### src/rtl/pic_pkg.sv
// rtl/pic_pkg.sv - shared types and rotation helper for the N-channel interrupt core
package pic_pkg;

   typedef enum logic {
      IDLE = 1'b0,
      ACK1 = 1'b1
   } state_t;

   typedef struct packed {
      logic        rotate_en;
      logic        aeoi;
      logic [31:0] vector_base;
   } pic_cfg_t;

   // Rotate the low n bits of vec left by amount (amount may equal n); bits at and above n read as zero.
   function automatic logic [31:0] rotl_n(input logic [31:0] vec, input logic [31:0] amount,
                                          input logic [31:0] n);
      logic [31:0] mask;
      logic [31:0] amt;
      logic [31:0] v;
      mask = (n >= 32'd32) ? '1 : ((32'd1 << n) - 32'd1);
      amt  = (amount >= n) ? amount - n : amount;
      v    = vec & mask;
      return ((v << amt) | (v >> (n - amt))) & mask;
   endfunction

endpackage

### src/rtl/pic_prio_n.sv
// rtl/pic_prio_n.sv - priority resolver: rotate, find-first-set, un-rotate
module pic_prio_n
   import pic_pkg::*;
#(
   parameter  int N   = 8,
   localparam int IDW = $clog2(N)
) (
   input  logic [N-1:0]   req,
   input  logic [IDW-1:0] rot_ptr,
   output logic           found,
   output logic [IDW-1:0] id
);

   localparam logic [IDW:0] N_W = (IDW+1)'(N);

   logic [IDW-1:0] start;
   logic [IDW-1:0] pos;
   logic [N-1:0]   rot;
   logic [IDW:0]   sum;

   // Bit 0 of rot is the channel just after rot_ptr, i.e. the highest-priority one.
   always_comb begin
      start = (rot_ptr == IDW'(N-1)) ? '0 : rot_ptr + 1'b1;
      rot   = N'(rotl_n(32'(req), 32'(N) - 32'(start), 32'(N)));
      found = 1'b0;
      pos   = '0;
      for (int j = N-1; j >= 0; j--) begin
         if (rot[j]) begin
            found = 1'b1;
            pos   = IDW'(j);
         end
      end
      sum = {1'b0, pos} + {1'b0, start};
      id  = (sum >= N_W) ? IDW'(sum - N_W) : sum[IDW-1:0];
   end

endmodule

### src/rtl/pic_core_n.sv
// rtl/pic_core_n.sv - N-channel 8259-style interrupt core: IRR/ISR/IMR, priority, INTA sequencer
module pic_core_n
   import pic_pkg::*;
#(
   parameter  int N   = 8,
   parameter  int VW  = 8,
   localparam int IDW = $clog2(N)
) (
   input  logic           clk,
   input  logic           rst,
   input  logic [N-1:0]   irq_in,
   input  logic [N-1:0]   trig_level,
   input  logic [N-1:0]   imr,
   input  logic           rotate_en,
   input  logic           aeoi,
   input  logic [VW-1:0]  vector_base,
   input  logic           inta,
   input  logic           eoi,
   input  logic           eoi_specific,
   input  logic [IDW-1:0] eoi_id,
   output logic           int_out,
   output logic [VW-1:0]  vector_out,
   output logic           vector_valid,
   output logic [N-1:0]   irr_out,
   output logic [N-1:0]   isr_out
);

   localparam logic [IDW-1:0] LAST_ID = IDW'(N-1);
   localparam logic [IDW:0]   N_W     = (IDW+1)'(N);

   pic_cfg_t       cfg;
   state_t         state_q, state_d;
   logic [N-1:0]   irr_q, irr_d, isr_q, isr_d, irq_prev_q, irq_prev_d;
   logic [IDW-1:0] rot_ptr_q, rot_ptr_d, sel_id_q, sel_id_d;
   logic           spur_q, spur_d, int_out_q, int_out_d, vector_valid_q, vector_valid_d;
   logic [VW-1:0]  vector_out_q, vector_out_d;

   logic [IDW-1:0] ptr_eff, start, cand_id, isr_hi_id, eoi_tgt;
   logic           cand_found, isr_found, eligible, eoi_hit;
   logic [N-1:0]   req_vec, edge_set, irr_clr;

   function automatic logic [IDW-1:0] rank(input logic [IDW-1:0] ch, input logic [IDW-1:0] st);
      logic [IDW:0] diff;
      diff = (ch >= st) ? {1'b0, ch} - {1'b0, st} : {1'b0, ch} + N_W - {1'b0, st};
      return diff[IDW-1:0];
   endfunction

   assign cfg      = '{rotate_en: rotate_en, aeoi: aeoi, vector_base: 32'(vector_base)};
   assign ptr_eff  = cfg.rotate_en ? rot_ptr_q : LAST_ID;
   assign start    = (ptr_eff == LAST_ID) ? '0 : ptr_eff + 1'b1;
   assign req_vec  = irr_q & ~imr;
   assign edge_set = irq_in & ~irq_prev_q;

   pic_prio_n #(.N(N)) u_irr_prio (
      .req     (req_vec),
      .rot_ptr (ptr_eff),
      .found   (cand_found),
      .id      (cand_id)
   );

   pic_prio_n #(.N(N)) u_isr_prio (
      .req     (isr_q),
      .rot_ptr (ptr_eff),
      .found   (isr_found),
      .id      (isr_hi_id)
   );

   assign eligible = cand_found && (!isr_found || (rank(cand_id, start) < rank(isr_hi_id, start)));
   assign eoi_tgt  = eoi_specific ? eoi_id : isr_hi_id;
   assign eoi_hit  = eoi && (eoi_specific ? (({1'b0, eoi_id} < N_W) && isr_q[eoi_id]) : isr_found);

   always_comb begin
      state_d        = state_q;
      sel_id_d       = sel_id_q;
      spur_d         = spur_q;
      isr_d          = isr_q;
      rot_ptr_d      = rot_ptr_q;
      irr_clr        = '0;
      irq_prev_d     = irq_in;
      int_out_d      = (state_q == IDLE) && eligible;
      vector_valid_d = 1'b0;
      vector_out_d   = vector_out_q;

      case (state_q)
         IDLE: begin
            if (inta) begin
               state_d           = ACK1;
               spur_d            = !eligible;
               sel_id_d          = eligible ? cand_id : LAST_ID;
               irr_clr[sel_id_d] = 1'b1;
            end
         end
         ACK1: begin
            if (inta) begin
               state_d        = IDLE;
               vector_out_d   = VW'(cfg.vector_base + 32'(sel_id_q));
               vector_valid_d = 1'b1;
               if (cfg.aeoi && !spur_q) begin
                  isr_d[sel_id_q] = 1'b0;
                  if (cfg.rotate_en) rot_ptr_d = sel_id_q;
               end
            end
         end
         default: state_d = IDLE;
      endcase

      // An explicit EOI overrides an AEOI rotation landing in the same cycle.
      if (eoi_hit) begin
         isr_d[eoi_tgt] = 1'b0;
         if (cfg.rotate_en) rot_ptr_d = eoi_tgt;
      end
      if ((state_q == IDLE) && inta && eligible) isr_d[sel_id_d] = 1'b1;

      irr_d = (trig_level & irq_in) | (~trig_level & ((irr_q & ~irr_clr) | edge_set));
   end

   always_ff @(posedge clk or posedge rst) begin
      if (rst) begin
         state_q        <= IDLE;
         irr_q          <= '0;
         isr_q          <= '0;
         irq_prev_q     <= '0;
         rot_ptr_q      <= LAST_ID;
         sel_id_q       <= '0;
         spur_q         <= 1'b0;
         int_out_q      <= 1'b0;
         vector_valid_q <= 1'b0;
         vector_out_q   <= '0;
      end else begin
         state_q        <= state_d;
         irr_q          <= irr_d;
         isr_q          <= isr_d;
         irq_prev_q     <= irq_prev_d;
         rot_ptr_q      <= rot_ptr_d;
         sel_id_q       <= sel_id_d;
         spur_q         <= spur_d;
         int_out_q      <= int_out_d;
         vector_valid_q <= vector_valid_d;
         vector_out_q   <= vector_out_d;
      end
   end

   assign int_out      = int_out_q;
   assign vector_out   = vector_out_q;
   assign vector_valid = vector_valid_q;
   assign irr_out      = irr_q;
   assign isr_out      = isr_q;

endmodule

### config.mk
export PLATFORM = sky130hd
export DESIGN_NAME = pic_core_n
export DESIGN_NICKNAME = d
export VERILOG_FILES = /design/src/rtl/pic_pkg.sv /design/src/rtl/pic_prio_n.sv /design/src/rtl/pic_core_n.sv
export SDC_FILE = /design/constraint.sdc
export NUM_CORES = 1
export LEC_CHECK = 0
export CAP_MARGIN = 20
export CORE_MARGIN = 4
export CORE_UTILIZATION = 45
export CTS_CLUSTER_SIZE = 8
export DETAILED_ROUTE_END_ITERATION = 6
export DONT_BUFFER_PORTS = 1
export PLACE_DENSITY_LB_ADDON = 0.08
export SYNTH_ARGS = -nofsm -noshare
export SYNTH_HDL_FRONTEND = slang
export SYNTH_HIERARCHICAL = 1
export SYNTH_SLANG_ARGS = --single-unit
### constraint.sdc
create_clock -name clk -period 10.9 [get_ports clk]
set_clock_uncertainty 0.1 [all_clocks]
set_input_delay 2.725 -clock clk [delete_from_list [all_inputs] [get_ports clk]]
set_output_delay 2.725 -clock clk [all_outputs]
set_load 0.03 [all_outputs]
==> flow_summary.toml <==
[floorplanning]
num_rows = 34
ios = 68
core_area_sq_um = 8890
die_y_microns = 105
dieArea_sq_um = 10900
start_util = 0.472
die_w_microns = 105

[timing]
finalHoldViolCount = 0
worstMarginPinSlew_ns = 0.914
final.period_utilization = 0.837
fin_setup_tns_ns = 0
relSlewSlack = 0.388
fmax_ghz = 0.110
setup_viol = 0
slew_viol_final = 0
min_period_ns = 9.12
rsz0062_at_grt = "false"

[global_routing]
grt.total_usage = 0.204
antenna_found_initial = 0
grt_pass1_wl_microns = 18600
overflow = 0
grt_pass1_vias = 3619
grt_max_degree = 43

[synthesis]
synthSimpleGateAreaFrac = 0.183
syn_inst = 472
seq_area_frac_synth = 0.251
ys_types = 85
yosysTopAreaCellShare = 0.232
synth_xor_area_frac = 0.0438
synth_nets = 540
async_flop_share = 1.00
synth.area.mux_share = 0.118
yosysWarnings = 6
synth_area_sq_um = 4200
synth_edf_count = 0
syn_avg_cell_area_sq_um = 8.89
synth_compound_area_frac = 0.259
synth_top_family_by_area = "compound AO/OA/AOI/OAI gates"
yosys-top-cells-area = "dfrtp_1 23%, ha_1 6.3%, mux2i_1 5.0%"
synth_ff_type = "dfrtp_1"
yosys.area.top_type = "dfrtp_1"
ys_ff_latch = 42
yosys.area_share.adder = 0.0864

[finish]
final_common_cell = "dfrtp_1"
final_cell_mix = "39 x dfrtp_1, 38 x nand2_1, 32 x o21ai_0"
nets = 525
areaGrowthSynthToFinish_pct = 2.95
postLayoutCellArea_sq_um = 4320
drive_gt1_frac = 0.114
utilization = 0.486
n_antenna_cell = 0

[critical_path]
crit_path_end_kind = "flip-flop"
cp.arrival_ns = 9.21
r2r-start = "rot_ptr_q[0]"
startpoint = "rotate_en"
rr_endpoint = "irr_out[1]"
required_ns = 10.99
critPathKind = "input port to flip-flop"
cp_max_fo = 25
crit_path_max_incr_delay_ns = 0.63
reg2reg_depth = 22
reg2reg_slack_ns = 3.60
critPathMostFrequentCell = "ha_1"
cp_cell_sequence = "nand2b_1 -> ha_1 -> ha_1 -> or2_1 -> inv_4 -> mux2i_1 -> mux2i_1 -> o22ai_1 -> o211a_1 -> o211a_1 -> a2111oi_2 -> ha_1 -> fa_1 -> fa_1 -> xnor2_1 -> xnor2_1 -> ha_1 -> o21ai_0 -> nand2_1 -> a21oi_1 -> nand3_1 -> a32o_1"
crit_path_start_kind = "input port"
crit_slowest_cell = "or2_1"

[cts]
cts_htree_levels = 2
ctsHoldBuffers = 0
postCtsResizedCells = 0
cts_setup_buffers = 0
clk_latency_ns = 0.29
path_clk_slew_ns = 0.08
cts_max_path_buffers = 2
cts_buffers = 5
cts_tree = "yes"
clockRootBuffer = "clkbuf_8"
cts_sinks = 42

[drt]
drt_first_iter_violations = 148
drcViolationCount = 0
drt-total-wl_microns = 11300
wire_per_inst_microns = 19.9
vias = 3668
ant_nets = 0
first_pass_iters = 4
viasPerCell = 6.48

[placed_design]
dpl_cell_area_sq_um = 4230
portBuffers = 0
dpl.hpwl_microns = 8570
finalWeightedCongestion = 0.889

[min_path]
hold_end = "int_out"
min-delay-path-class = "flip-flop to flip-flop"
worstHoldPathCells = 1
hold_start = "state_q"

[run]
cap_viol_max_count = 0

[status]
status = "completed"
-- synthesized netlist by cell type (3+ instances only) --
cell type	n
or3b_2	3
o221ai_1	9
a21oi_1	23
dfrtp_1	39
dfstp_2	3
mux2_2	8
ha_1	21
a32oi_1	4
nand2_1	38
nand3_1	18
a21o_1	4
nor2b_1	14
nor3_1	6
mux2i_1	21
and2_1	3
o211a_1	3
o22ai_1	4
buf_4	3
buf_2	7
a31oi_1	4
o21ai_0	32
fa_1	5
o21a_1	3
xnor2_1	12
o211ai_1	7
nor2_1	24
a211oi_1	6
clkbuf_1	10
o31ai_1	3
xor2_1	4
inv_1	32
mux4_2	7
or2_2	3
a221oi_1	4
nand4_1	3
and3_1	4
nand2b_1	13
nand3b_1	4
a32o_1	6
-- worst max-delay path, delay by kind of cell --
| family | cells | cell delay, ns |
|---|---|---|
| adders and majority gates | 6 | 2.41 |
| AOI/OAI and AO/OA | 7 | 1.66 |
| and+or+nand+nor | 4 | 1.44 |
| muxes | 2 | 0.45 |
| xor gates and xnor gates | 2 | 0.30 |
| buffers and inverters | 1 | 0.23 |
-- cells by family after synthesis --
group,Yosys count
compound gates,144
xor+xnor,18
simple gates,147
buf+inv,57
mux,38
fa+ha+maj,26
flops,42
-- worst max-delay path by stage --
stage	endpoint	slack (ns)	cells past startpoint
4_1_cts	irr_out[1]	1.81	22
2_1_floorplan	irr_out[1]	2.99	23
5_1_grt	isr_out[0]	1.26	22
3_5_place_dp	irr_out[1]	1.50	22
6_report	irr_out[1]	1.78	22
3_3_place_gp	irr_out[1]	1.60	22
-- flip-flops by register name (all words and copies together) (netlist names) --
| signal | flops |
|---|---|
| irq_prev_q | 8 |
| irr_out | 8 |
| isr_out | 8 |
| vector_out | 8 |
| rot_ptr_q | 3 |
| sel_id_q | 3 |
| int_out | 1 |
| spur_q | 1 |
| state_q | 1 |
| vector_valid | 1 |
-- area by class of cell --
| cell class | instances | area (sq um) |
|---|---|---|
| tap | 108 | 135 |
| fill | 850 | 4570 |
| clock inverter | 2 | 12.5 |
| multi-input combinational | 373 | 2900 |
| sequential | 42 | 1050 |
| clock buffer | 6 | 82.6 |
| inverter | 34 | 133 |
| timing repair buffer | 1 | 7.51 |
-- through the flow --
stage	worst slack, ns	hold slack [ns]	instances
global placement	1.60	0.392	558
global route	1.26	0.444	566
detailed placement	1.50	0.392	558
floorplan	2.99	0.356	472
CTS	1.81	0.410	566
finish	1.78	0.405	566
-- metal layers --
metal,global-route usage,part of all wire
met1,0.275,0.43
met2,0.346,0.50
met3,0.0302,0.057
met4,0.0497,0.0091
met5,0,0
Power is not shown: default switching activity piles up to over one toggle a cycle in this logic, so the estimate is an artifact.
